===== config.mk =====
export PLATFORM = sky130hd
export DESIGN_NAME = ramb16_bit_fifo_ctrl
export DESIGN_NICKNAME = d
export VERILOG_FILES = /design/src/rtl/rigel_bram_pkg.sv /design/src/rtl/bit_skid2.sv /design/src/rtl/ramb16_bit_fifo_ctrl.sv
export SDC_FILE = /design/constraint.sdc
export NUM_CORES = 1
export LEC_CHECK = 0
export CAP_MARGIN = 20
export CORE_MARGIN = 8
export CORE_UTILIZATION = 40
export DETAILED_ROUTE_END_ITERATION = 12
export DONT_BUFFER_PORTS = 1
export SLEW_MARGIN = 0
export SYNTH_ARGS = -nofsm -noshare
export SYNTH_HDL_FRONTEND = slang
export SYNTH_SLANG_ARGS = --single-unit

===== constraint.sdc =====
create_clock -name CLK -period 9.1 [get_ports CLK]
set_input_delay 2.275 -clock CLK [delete_from_list [all_inputs] [get_ports CLK]]
set_output_delay 2.275 -clock CLK [all_outputs]
set_load 0.1 [all_outputs]

===== src/rtl/rigel_bram_pkg.sv =====
// RAMB16 geometry helpers and the RAM control-strobe bundle shared by block-RAM sequencers.
// Pure declarations: no latency, no backpressure.
package rigel_bram_pkg;

  // Address width of one RAMB16 for each supported aspect ratio (data width incl. parity).
  function automatic int ramb16_addr_w(input int data_w);
    int aw;
    case (data_w)
      1:       aw = 14;
      2:       aw = 13;
      4:       aw = 12;
      9:       aw = 11;
      18:      aw = 10;
      36:      aw = 9;
      default: aw = 14;
    endcase
    return aw;
  endfunction

  function automatic int ramb16_depth(input int data_w);
    return 1 << ramb16_addr_w(data_w);
  endfunction

  typedef struct packed {
    logic ena;
    logic wea;
    logic enb;
    logic web;
    logic ssra;
    logic ssrb;
  } ram_ctl_t;

endpackage


===== src/rtl/bit_skid2.sv =====
// 2-entry 1-bit ready/valid skid buffer; data registered, visible the cycle after capture.
// Upstream must never write while full and not popping; clr empties it synchronously.
module bit_skid2 (
  input  logic       clk,
  input  logic       rst_n,
  input  logic       clr,
  input  logic       in_vld,
  input  logic       in_dat,
  input  logic       out_rdy,
  output logic       out_vld,
  output logic       out_dat,
  output logic [1:0] occ
);

  logic d0, d1;
  logic pop;

  assign out_vld = (occ != 2'd0);
  assign out_dat = d0;
  assign pop     = out_vld & out_rdy;

  always_ff @(posedge clk or negedge rst_n) begin
    if (!rst_n) begin
      occ <= 2'd0;
      d0  <= 1'b0;
      d1  <= 1'b0;
    end else if (clr) begin
      occ <= 2'd0;
      d0  <= 1'b0;
      d1  <= 1'b0;
    end else begin
      case ({in_vld, pop})
        2'b10: begin
          if (occ == 2'd0) d0 <= in_dat;
          else             d1 <= in_dat;
          occ <= occ + 2'd1;
        end
        2'b01: begin
          d0  <= d1;
          occ <= occ - 2'd1;
        end
        2'b11: begin
          // head leaves; new bit lands behind whatever remains
          if (occ == 2'd1) begin
            d0 <= in_dat;
          end else begin
            d0 <= d1;
            d1 <= in_dat;
          end
        end
        default: ;
      endcase
    end
  end

endmodule


===== src/rtl/ramb16_bit_fifo_ctrl.sv =====
// Bit FIFO sequencer over an external 16Kx1 dual-port RAM; push-to-out_valid takes 3 edges.
// in_ready drops only at count==DEPTH; fetches stall so the 2-entry skid never overflows.
module ramb16_bit_fifo_ctrl
  import rigel_bram_pkg::*;
#(
  parameter int ADDR_W   = ramb16_addr_w(1),
  parameter int AFULL_TH = 16320
) (
  input  logic              CLK,
  input  logic              reset_n,
  input  logic              flush,
  input  logic              in_valid,
  input  logic              in_data,
  output logic              in_ready,
  output logic              out_valid,
  output logic              out_data,
  input  logic              out_ready,
  output logic [ADDR_W:0]   count,
  output logic              almost_full,
  output logic              ram_ena,
  output logic              ram_wea,
  output logic [ADDR_W-1:0] ram_addra,
  output logic              ram_dia,
  output logic              ram_enb,
  output logic              ram_web,
  output logic [ADDR_W-1:0] ram_addrb,
  input  logic              ram_dob,
  output logic              ram_ssra,
  output logic              ram_ssrb
);

  localparam logic [ADDR_W:0] FULL  = {1'b1, {ADDR_W{1'b0}}};
  localparam logic [ADDR_W:0] AFULL = AFULL_TH[ADDR_W:0];

  logic [ADDR_W-1:0] wr_ptr, rd_ptr;
  logic [ADDR_W:0]   ram_occ;
  logic              inflight;
  logic [1:0]        skid_occ;
  logic              push, pop, fetch;
  logic [2:0]        pend;
  ram_ctl_t          ctl;

  assign in_ready    = (count < FULL);
  assign almost_full = (count >= AFULL);
  assign push        = in_valid & in_ready & ~flush;
  assign pop         = out_valid & out_ready & ~flush;

  // Skid occupancy after this edge; a fetch now lands in the skid one edge later.
  assign pend  = {1'b0, skid_occ} + {2'b00, inflight} - {2'b00, pop};
  assign fetch = ~flush & (ram_occ != '0) & (pend < 3'd2);

  always_comb begin
    ctl      = '0;
    ctl.ena  = push & reset_n;
    ctl.wea  = push & reset_n;
    ctl.enb  = fetch & reset_n;
  end

  assign ram_ena   = ctl.ena;
  assign ram_wea   = ctl.wea;
  assign ram_enb   = ctl.enb;
  assign ram_web   = ctl.web;
  assign ram_ssra  = ctl.ssra;
  assign ram_ssrb  = ctl.ssrb;
  assign ram_addra = wr_ptr;
  assign ram_dia   = in_data;
  assign ram_addrb = rd_ptr;

  always_ff @(posedge CLK or negedge reset_n) begin
    if (!reset_n) begin
      wr_ptr   <= '0;
      rd_ptr   <= '0;
      ram_occ  <= '0;
      inflight <= 1'b0;
      count    <= '0;
    end else if (flush) begin
      wr_ptr   <= '0;
      rd_ptr   <= '0;
      ram_occ  <= '0;
      inflight <= 1'b0;
      count    <= '0;
    end else begin
      if (push)  wr_ptr <= wr_ptr + ADDR_W'(1);
      if (fetch) rd_ptr <= rd_ptr + ADDR_W'(1);
      ram_occ  <= ram_occ + {{ADDR_W{1'b0}}, push} - {{ADDR_W{1'b0}}, fetch};
      inflight <= fetch;
      count    <= count + {{ADDR_W{1'b0}}, push} - {{ADDR_W{1'b0}}, pop};
    end
  end

  bit_skid2 u_skid (
    .clk     (CLK),
    .rst_n   (reset_n),
    .clr     (flush),
    .in_vld  (inflight),
    .in_dat  (ram_dob),
    .out_rdy (out_ready),
    .out_vld (out_valid),
    .out_dat (out_data),
    .occ     (skid_occ)
  );

endmodule


==> impl_metrics.env, run 1 <==
export IMPL_cts_clk_slew_worst_paths_ps=50
export IMPL_synth_area_per_cell_um2=9.09
export IMPL_finalHoldViolCount=0
export IMPL_overflow=0
export IMPL_finalSetupViolations=0
export IMPL_cp_cell_sequence="nand2_1 -> nor3_1 -> o21ai_0 -> fa_1 -> xnor2_1 -> nand3b_1 -> nor3_2 -> buf_16"
export IMPL_slew_violations=0
export IMPL_vias=3407
export IMPL_synth_compound_area_frac=0.111
export IMPL_initial_core_util=0.405
export IMPL_gp_congestion=0.795
export IMPL_post_cts_setup_buffers=0
export IMPL_cap_violations=0
export IMPL_grt_pass1_wl_mm=15.8
export IMPL_antenna_cells=0
export IMPL_slowest_delay_ps=400
export IMPL_max_slew_worst_pin_slew_ps=1080
export IMPL_hold_buffers=0
export IMPL_dieArea_um2=15100
export IMPL_num_io_pins=61
export IMPL_yosys_area_share_simple=0.221
export IMPL_grt_pass1_vias=3276
export IMPL_path_max_fanout=8
export IMPL_synth_edff_count=0
export IMPL_cp_start_kind="input port"
export IMPL_cts_tree="done"
export IMPL_max_freq_mhz=151
export IMPL_relSlewSlack=0.278
export IMPL_cts_resized=0
export IMPL_seq_area_um2=1580
export IMPL_layout_drive_gt1_share=0.0934
export IMPL_clock_tree_root_cell="clkbuf_16"
export IMPL_wl_per_cell_um=15.0
export IMPL_wl_mm=9.67
export IMPL_rows=39
export IMPL_tns_ps=0
export IMPL_multi_input_area_um2=2730
export IMPL_antenna_found_initial=0
export IMPL_synth_distinct_cells=57
export IMPL_skew_ps=6.63
export IMPL_muxShareOfSynthArea=0.0526
export IMPL_syn_to_final_growth_pct=9.79
export IMPL_synthAdderAreaFrac=0.148
export IMPL_fillers=1062
export IMPL_dp_hpwl_mm=7.06
export IMPL_netlist_instances=502
export IMPL_cts_buffers=9
export IMPL_finalCritPeriodShare=0.727
export IMPL_post_route_min_period_ps=6620
export IMPL_syn_cell_area_um2=4560
export IMPL_ys_warn_count=0
export IMPL_synthXorXnorAreaFrac=0.0614
export IMPL_grt_max_degree=86
export IMPL_drc_errors=0
export IMPL_hold_path_class="reg2reg"
export IMPL_portBuffers=0
export IMPL_viasPerCell=5.27
export IMPL_antenna_left=0
export IMPL_postSynth_asyncResetShare=1.00
export IMPL_synth_top_family_by_area="simple AND/OR/NAND/NOR gates"
export IMPL_cp_slowest_cell="fa_1"
export IMPL_synth_seq_cells=63
export IMPL_clockBufferDepth=2
export IMPL_rsz0062_at_grt="false"
export IMPL_path_class="in2out"
export IMPL_core_area_um2=11300
export IMPL_worst_ep_required_time_ps=6830
export IMPL_nets=558
export IMPL_clk_latency_ps=330
export IMPL_drt_iter0_drc=199
export IMPL_fp_dieW_um=123
export IMPL_grt_total_usage=0.129
export IMPL_yosysSeqAreaShare=0.345
export IMPL_firstDrtPassIters=4
export IMPL_status="finished, final reports clean"
export IMPL_ys_flop_type="dfrtp_1"
export IMPL_worstPathArrival_ps=4340
export IMPL_chipHeight_um=123
export IMPL_clock_sinks=63
export IMPL_cp_end_kind="output pin"
export IMPL_htreeDepth=3
cell usage after synthesis (4+ instances only):
master	number	area, um^2
o21ai_0	11	55.1
a31oi_1	7	43.8
nor3_1	15	75.1
buf_4	5	37.5
nor2_1	68	255
dfrtp_1	63	1580
nand3_1	12	60.1
nand2b_1	10	62.6
xnor2_1	20	175
nand3b_1	5	37.5
mux2i_1	9	90.1
mux2_2	12	135
nor4_1	4	25.0
a21oi_1	22	110
xor2_1	12	105
nand4_1	6	37.5
ha_1	49	613
o21a_1	4	30.0
a21o_1	7	52.6
clkbuf_1	12	45.0
nand2_1	24	90.1
inv_1	48	180
nor2b_1	17	106
and3_1	7	43.8
a211oi_1	4	30.0
path summary, 6_finish.rpt:
kind | startpoint | endpoint | slack, ps | depth (start not counted)
max | out_ready | ram_enb | 2480 | 8
min | u_skid.d1 | u_skid.d1 | 530 | 2
max reg2reg | u_skid.occ[1] | ram_occ[14] | 3230 | 19
min reg2reg | u_skid.d1 | u_skid.d1 | 530 | 2
max in group asynchronous | reset_n | ram_occ[8] | 7340 | 0
min in group asynchronous | reset_n | ram_addra[4] | 1640 | 0
final cells by class:
| type | count | share of cell area |
|---|---|---|
| multi-input combinational | 374 | 0.545 |
| timing repair buffer | 3 | 0.00849 |
| inverter | 48 | 0.0360 |
| clock inverter | 3 | 0.00849 |
| sequential | 63 | 0.315 |
| tap | 143 | 0.0357 |
| clock buffer | 12 | 0.0512 |
sequential cells by signal (all words and copies together), names as in the netlist:
name            cells
count              15
ram_occ            15
ram_addra          14
ram_addrb          14
u_skid.occ          2
inflight            1
u_skid.d1           1
u_skid.out_dat      1
cells by family (layout without fill, tap and decap cells):
group                      after synthesis  after routing
buffers and inverters                   67             66
muxes                                   22             22
xor gates and xnor gates                32             32
AOI/OAI and AO/OA                       74             74
other                                    1              3
adders and majority gates               52             52
and+or+nand+nor                        191            191
DFF                                     63             63
critical path, delay by kind of cell:
family,cells,cell delay (ps)
xor+xnor,1,150
buf+inv,1,220
compound gates,1,170
simple gates,4,1130
fa+ha+maj,1,400
per-layer routing:
| layer | GRT usage | vias up | part of all wire |
|---|---|---|---|
| met2 | 0.219 | 54 | 0.48 |
| met3 | 0.0373 | 10 | 0.053 |
| met1 | 0.154 | 1642 | 0.45 |
| met5 | 0 | - | 0 |
| li1 | - | 1701 | - |
| met4 | 0.0434 | 0 | 0.014 |
layout by cell type (no fill, tap or decap), drive strengths merged, types with 2 or more instances in the layout:
cell type,n
o21bai,2
and4,2
conb,3
mux2,13
dfrtp,63
and3,7
nand4,6
o21a,4
or3,2
nand2b,10
nor2,69
a31o,2
fa,3
nand3b,5
nor2b,17
clkbuf,12
buf,3
nor3b,2
ha,49
o21ai,11
xor2,12
mux2i,9
nor3,15
or2,3
xnor2,20
and3b,2
a21o,7
o31ai,2
a21oi,22
nor4,6
a211o,2
a31oi,7
nand2,24
nand3,12
nand4b,4
a211oi,5
or3b,2
a311oi,4
inv,48
stage by stage:
step	instances	area [um^2]	hold slack (ps)	utilization	setup WS, ps
finish	646	5010	528	0.444	2480
global route	646	5010	555	0.444	2270
CTS	646	5010	530	0.444	2440
detailed placement	631	4710	518	0.418	2460
global placement	631	4710	515	0.418	2490
floorplan	504	4570	490	-	983
Power of run 1 is left out: the tool's default activity adds up to more than one toggle a clock period on the data nets, which glitch-free logic cannot reach.
==> inputs of run 2 (changes only) <==
clock period = 5.55 ns   (was 9.1 ns; I/O delays follow)
==> run 2 against run 1 <==
Routed wire length grew 1.5%; first-iteration DRC count grew 2.5%; worst hold slack is essentially flat; via count grew 1.4%; flip-flop and latch count is the same; final cell count grew 1.4%; global-route usage grew 0.60 points; core utilization grew 0.33 points; register-to-register slack lost 2200 ps; critical path depth grew 8; non-clock buffer count grew 8; clock skew grew 1.9 ps; critical path type is now in2reg; highest routed layer unchanged.
==> impl_metrics.env, run 2 (synthesis results as in run 1) <==
export IMPL_r2r_setup_slack_ps=1020
export IMPL_cp_buffers_inverters=1
export IMPL_tns_ps=0
export IMPL_antenna_cells=0
export IMPL_max_slew_worst_pin_slew_ps=1090
export IMPL_finalSetupViolations=0
export IMPL_fillers=1081
export IMPL_grt_busiest_layer="met2"
export IMPL_slowest_delay_ps=410
export IMPL_htreeDepth=3
export IMPL_final_util=0.448
export IMPL_rows=39
export IMPL_dp_cells=639
export IMPL_core_area_um2=11300
export IMPL_wl_per_cell_um=15.0
export IMPL_fp_dieW_um=123
export IMPL_grt_util_met1=0.164
export IMPL_layout_drive_gt1_share=0.109
export IMPL_grt_max_degree=86
export IMPL_finalHoldViolCount=0
export IMPL_dieArea_um2=15100
export IMPL_portBuffers=0
export IMPL_vias=3455
export IMPL_antenna_found_initial=0
export IMPL_cts_resized=0
export IMPL_status="finished, final reports clean"
export IMPL_top_regs="count: 15 flops, ram_occ: 15 flops"
export IMPL_hold_path_class="reg2reg"
export IMPL_chipHeight_um=123
export IMPL_worst_ep_required_time_ps=5750
export IMPL_hold_end="u_skid.d1"
export IMPL_worstPathArrival_ps=4930
export IMPL_firstDrtPassIters=4
export IMPL_dp_hpwl_mm=7.16
export IMPL_path_class="in2reg"
export IMPL_rsz0062_at_grt="false"
export IMPL_gr_usage_met2=0.229
export IMPL_grt_pass1_wl_mm=16.6
export IMPL_fin_cells=655
export IMPL_rr_endpoint="ram_occ[14]"
export IMPL_overflow=0
export IMPL_final_cell_mix="67 x nor2_1, 63 x dfrtp_1, 49 x ha_1, 48 x inv_1, 24 x nand2_1"
export IMPL_drc_errors=0
export IMPL_cts_buffers=9
export IMPL_cp_end_kind="flop"
export IMPL_met3_usage=0.0340
export IMPL_slew_violations=0
export IMPL_skew_ps=8.55
export IMPL_num_io_pins=61
export IMPL_syn_to_final_growth_pct=10.6
export IMPL_gp_congestion=0.806
export IMPL_cp_slowest_cell="fa_1"
export IMPL_drt_iter0_drc=204
export IMPL_grt_total_usage=0.135
export IMPL_cts_clk_slew_worst_paths_ps=50
export IMPL_r2r_start="u_skid.occ[1]"
export IMPL_relSlewSlack=0.275
export IMPL_hold_depth=2
export IMPL_hold_start="u_skid.d1"
export IMPL_crit_family="adder cells"
export IMPL_ff2ff_path_depth=19
export IMPL_viasPerCell=5.27
export IMPL_hold_buffers=0
export IMPL_clk_latency_ps=330
export IMPL_post_route_min_period_ps=4730
export IMPL_clock_tree_root_cell="clkbuf_16"
export IMPL_initial_core_util=0.405
export IMPL_post_cts_setup_buffers=0
export IMPL_cap_violations=0
export IMPL_path_depth=16
export IMPL_finalCritPeriodShare=0.851
export IMPL_path_max_fanout=8
export IMPL_clock_sinks=63
export IMPL_wl_mm=9.82
export IMPL_nets=566
export IMPL_cp_start_kind="input port"
export IMPL_clockBufferDepth=2
export IMPL_grt_pass1_vias=3405
export IMPL_mostFrequentLayoutCell="nor2_1"
export IMPL_max_freq_mhz=212
export IMPL_antenna_left=0
export IMPL_cp_cell_sequence="nand2_1 -> nor3_1 -> o21ai_0 -> fa_1 -> xnor2_1 -> nand3b_1 -> nor2_2 -> ha_1 -> inv_1 -> ha_1 -> fa_1 -> a21o_1 -> a221oi_2 -> nor4_1 -> nor3_1 -> mux2_2"
export IMPL_cts_tree="done"
## run 2: cell types whose count changed in the layout (fill, tap and decap cells not counted)
cell / previous run / this run
nor3_4: 0 / 1
buf_16: 1 / 0
clkbuf_8: 2 / 0
clkinv_4: 0 / 1
clkinv_2: 1 / 3
nor3_2: 1 / 0
buf_4: 2 / 11
## run 2: worst reg2reg max path: cells and delay by family, from the launching register on
kind,cells,cell delay [ps]
flip-flops,1,450
multiplexers,1,350
adder cells (fa/ha/maj),5,1520
AO/OA/AOI/OAI,3,790
AND/OR/NAND/NOR,6,970
buffers and inverters,3,200
XOR/XNOR,1,130
## run 2: routing by layer
layer	vias to the layer above	part of all wire
met2	62	0.49
li1	1723	-
met5	-	0
met1	1658	0.44
met3	12	0.056
met4	0	0.016
## run 2: worst max-delay path by stage
stage                  startpoint           to  slack (ps)
floorplan           u_skid.occ[1]      ram_enb          50
global placement        out_ready  ram_occ[14]         610
detailed placement      out_ready  ram_occ[14]         510
CTS                     out_ready  ram_occ[14]         800
global route            out_ready  ram_occ[14]         490
finish                  out_ready  ram_occ[14]         820
## run 2: cell type report
class,count,area (um^2),share of cell area
tap,143,179,0.0354
clock buffer,10,229,0.0454
multi-input combinational,374,2740,0.543
sequential,63,1580,0.312
timing repair buffer,11,82.6,0.0164
inverter,48,180,0.0357
clock inverter,6,61.3,0.0121
## run 2: stage by stage
step                      cell area (um^2)  hold WS [ps]  setup WS [ps]
final                                 5050           528            825
after global routing                  5050           577            486
after CTS                             5050           539            798
after detailed placement              4760           522            506
after global placement                4760           514            615
after floorplan                       4580           490           51.0
Power of run 2 is left out for the same reason.
==> inputs of run 3 (changes only) <==
CAP_MARGIN = default   (was 20)
CORE_ASPECT_RATIO = 2   (was default)
CTS_BUF_LIST = sky130_fd_sc_hd__clkbuf_4 sky130_fd_sc_hd__clkbuf_8   (was default)
==> run 3 against run 2 <==
Worst setup slack worse by 26 ps; flip-flop and latch count unchanged; clock skew rose by 9.4 ps; sequential share of layout area increased by 0.31 points; core utilization is 0.23 points lower; first-iteration DRC count shrank 13%; critical path depth down 7; maximum frequency is 0.55% lower.
==> impl_metrics.env, run 3 (synthesis results as in run 1) <==
export IMPL_antenna_cells=0
export IMPL_antenna_left=0
export IMPL_dp_hpwl_mm=7.89
export IMPL_cp_cell_sequence="nand2_1 -> nor3_1 -> o21ai_0 -> fa_1 -> xnor2_1 -> nand3b_1 -> buf_4 -> nor3_4 -> buf_4"
export IMPL_grt_pass1_vias=3668
export IMPL_cts_buffers=9
export IMPL_gp_congestion=0.815
export IMPL_viasPerCell=5.38
export IMPL_hold_buffers=0
export IMPL_cts_clk_slew_worst_paths_ps=80
export IMPL_cts_resized=0
export IMPL_dr_wl_met3_um=483
export IMPL_max_freq_mhz=210
export IMPL_dp_cells=640
export IMPL_overflow=0
export IMPL_status="finished, final reports clean"
export IMPL_tns_ps=0
export IMPL_num_io_pins=61
export IMPL_final_cell_mix="67 x nor2_1, 63 x dfrtp_1, 49 x ha_1, 48 x inv_1, 24 x nand2_1"
export IMPL_firstDrtPassIters=4
export IMPL_final_util=0.446
export IMPL_max_slew_worst_pin_slew_ps=1090
export IMPL_initial_core_util=0.407
export IMPL_crit_family="simple AND/OR/NAND/NOR gates"
export IMPL_drt_iter0_drc=177
export IMPL_clock_tree_root_cell="clkbuf_8"
export IMPL_fin_cells=656
export IMPL_dr_max_layer_used="met4"
export IMPL_path_class="in2out"
export IMPL_cts_tree="done"
export IMPL_finalHoldViolCount=0
export IMPL_wl_per_cell_um=16.0
export IMPL_path_max_fanout=8
export IMPL_vias=3529
export IMPL_wl_mm=10.5
export IMPL_fillers=1099
export IMPL_cpMostUsedCell="buf_4"
export IMPL_core_area_um2=11200
export IMPL_wl_met1_mm=3.81
export IMPL_post_cts_setup_buffers=0
export IMPL_cp_buffers_inverters=2
export IMPL_drc_errors=0
export IMPL_portBuffers=0
export IMPL_slowest_delay_ps=400
export IMPL_top_regs="count: 15 flops, ram_occ: 15 flops"
export IMPL_clockBufferDepth=2
export IMPL_grt_max_degree=86
export IMPL_fp_dieW_um=91.5
export IMPL_grt_pass1_wl_mm=17.8
export IMPL_post_route_min_period_ps=4750
export IMPL_antenna_found_initial=0
export IMPL_finalCritPeriodShare=0.856
export IMPL_layout_drive_gt1_share=0.115
export IMPL_dieArea_um2=15300
export IMPL_cap_violations=0
export IMPL_finalSetupViolations=0
export IMPL_hold_path_class="reg2reg"
export IMPL_slew_violations=0
export IMPL_holdWs_ps=540
export IMPL_relSlewSlack=0.275
export IMPL_mostFrequentLayoutCell="nor2_1"
export IMPL_cp_start_kind="input port"
export IMPL_worst_ep_required_time_ps=4160
export IMPL_wl_met2_mm=5.86
export IMPL_chipHeight_um=167
export IMPL_syn_to_final_growth_pct=9.51
export IMPL_worstPathArrival_ps=3360
export IMPL_htreeDepth=3
export IMPL_rows=55
export IMPL_clock_sinks=63
export IMPL_rsz0062_at_grt="false"
export IMPL_grt_total_usage=0.143
export IMPL_skew_ps=17.9
export IMPL_clk_latency_ps=360
export IMPL_nets=568
export IMPL_cp_end_kind="output pin"
export IMPL_cp_slowest_cell="fa_1"
[run 3: cell count changes in the layout (fill, tap and decap cells not counted)]
cell / delta
clkbuf_1: -1
clkinv_2: -3
buf_4: +2
clkbuf_8: +9
inv_6: +3
bufinv_16: +1
clkbuf_16: -9
[run 3: worst paths after layout]
kind	from	to	slack [ps]	cells after the start
worst max-delay path	out_ready	ram_enb	800	9
worst min-delay path	u_skid.d1	u_skid.d1	540	2
worst max register to register	u_skid.occ[1]	ram_occ[14]	970	19
worst min register to register	u_skid.d1	u_skid.d1	540	2
max in group asynchronous	reset_n	ram_occ[13]	4710	0
min in group asynchronous	reset_n	ram_addra[0]	710	0
[run 3: cell type report]
cell class | instances | area [um^2] | share of cell area
multi-input cells | 374 | 2740 | 0.548
flip-flops and latches | 63 | 1580 | 0.315
inverters | 48 | 180 | 0.0361
well taps | 142 | 178 | 0.0356
clock buffers | 9 | 124 | 0.0248
clock inverters | 7 | 103 | 0.0205
repair buffers | 13 | 97.6 | 0.0195
[run 3: layer usage]
| metal | up-vias | global-route usage |
|---|---|---|
| li1 | 1725 | - |
| met1 | 1720 | 0.139 |
| met2 | 62 | 0.266 |
| met3 | 22 | 0.0342 |
| met4 | 0 | 0.0804 |
| met5 | - | 0 |
[run 3: per-stage QoR]
step | worst slack [ps] | cell area (um^2)
CTS | 766 | 5000
detailed placement | 484 | 4770
finish | 798 | 5000
global route | 596 | 5000
floorplan | 51.0 | 4580
global placement | 618 | 4770
[run 3: tightest hold or removal path: stages, from the launching register on]
cell and delay, ps:
dfrtp_1 350, mux2i_1 70, nor2_1 80
Power of run 3 is left out for the same reason.
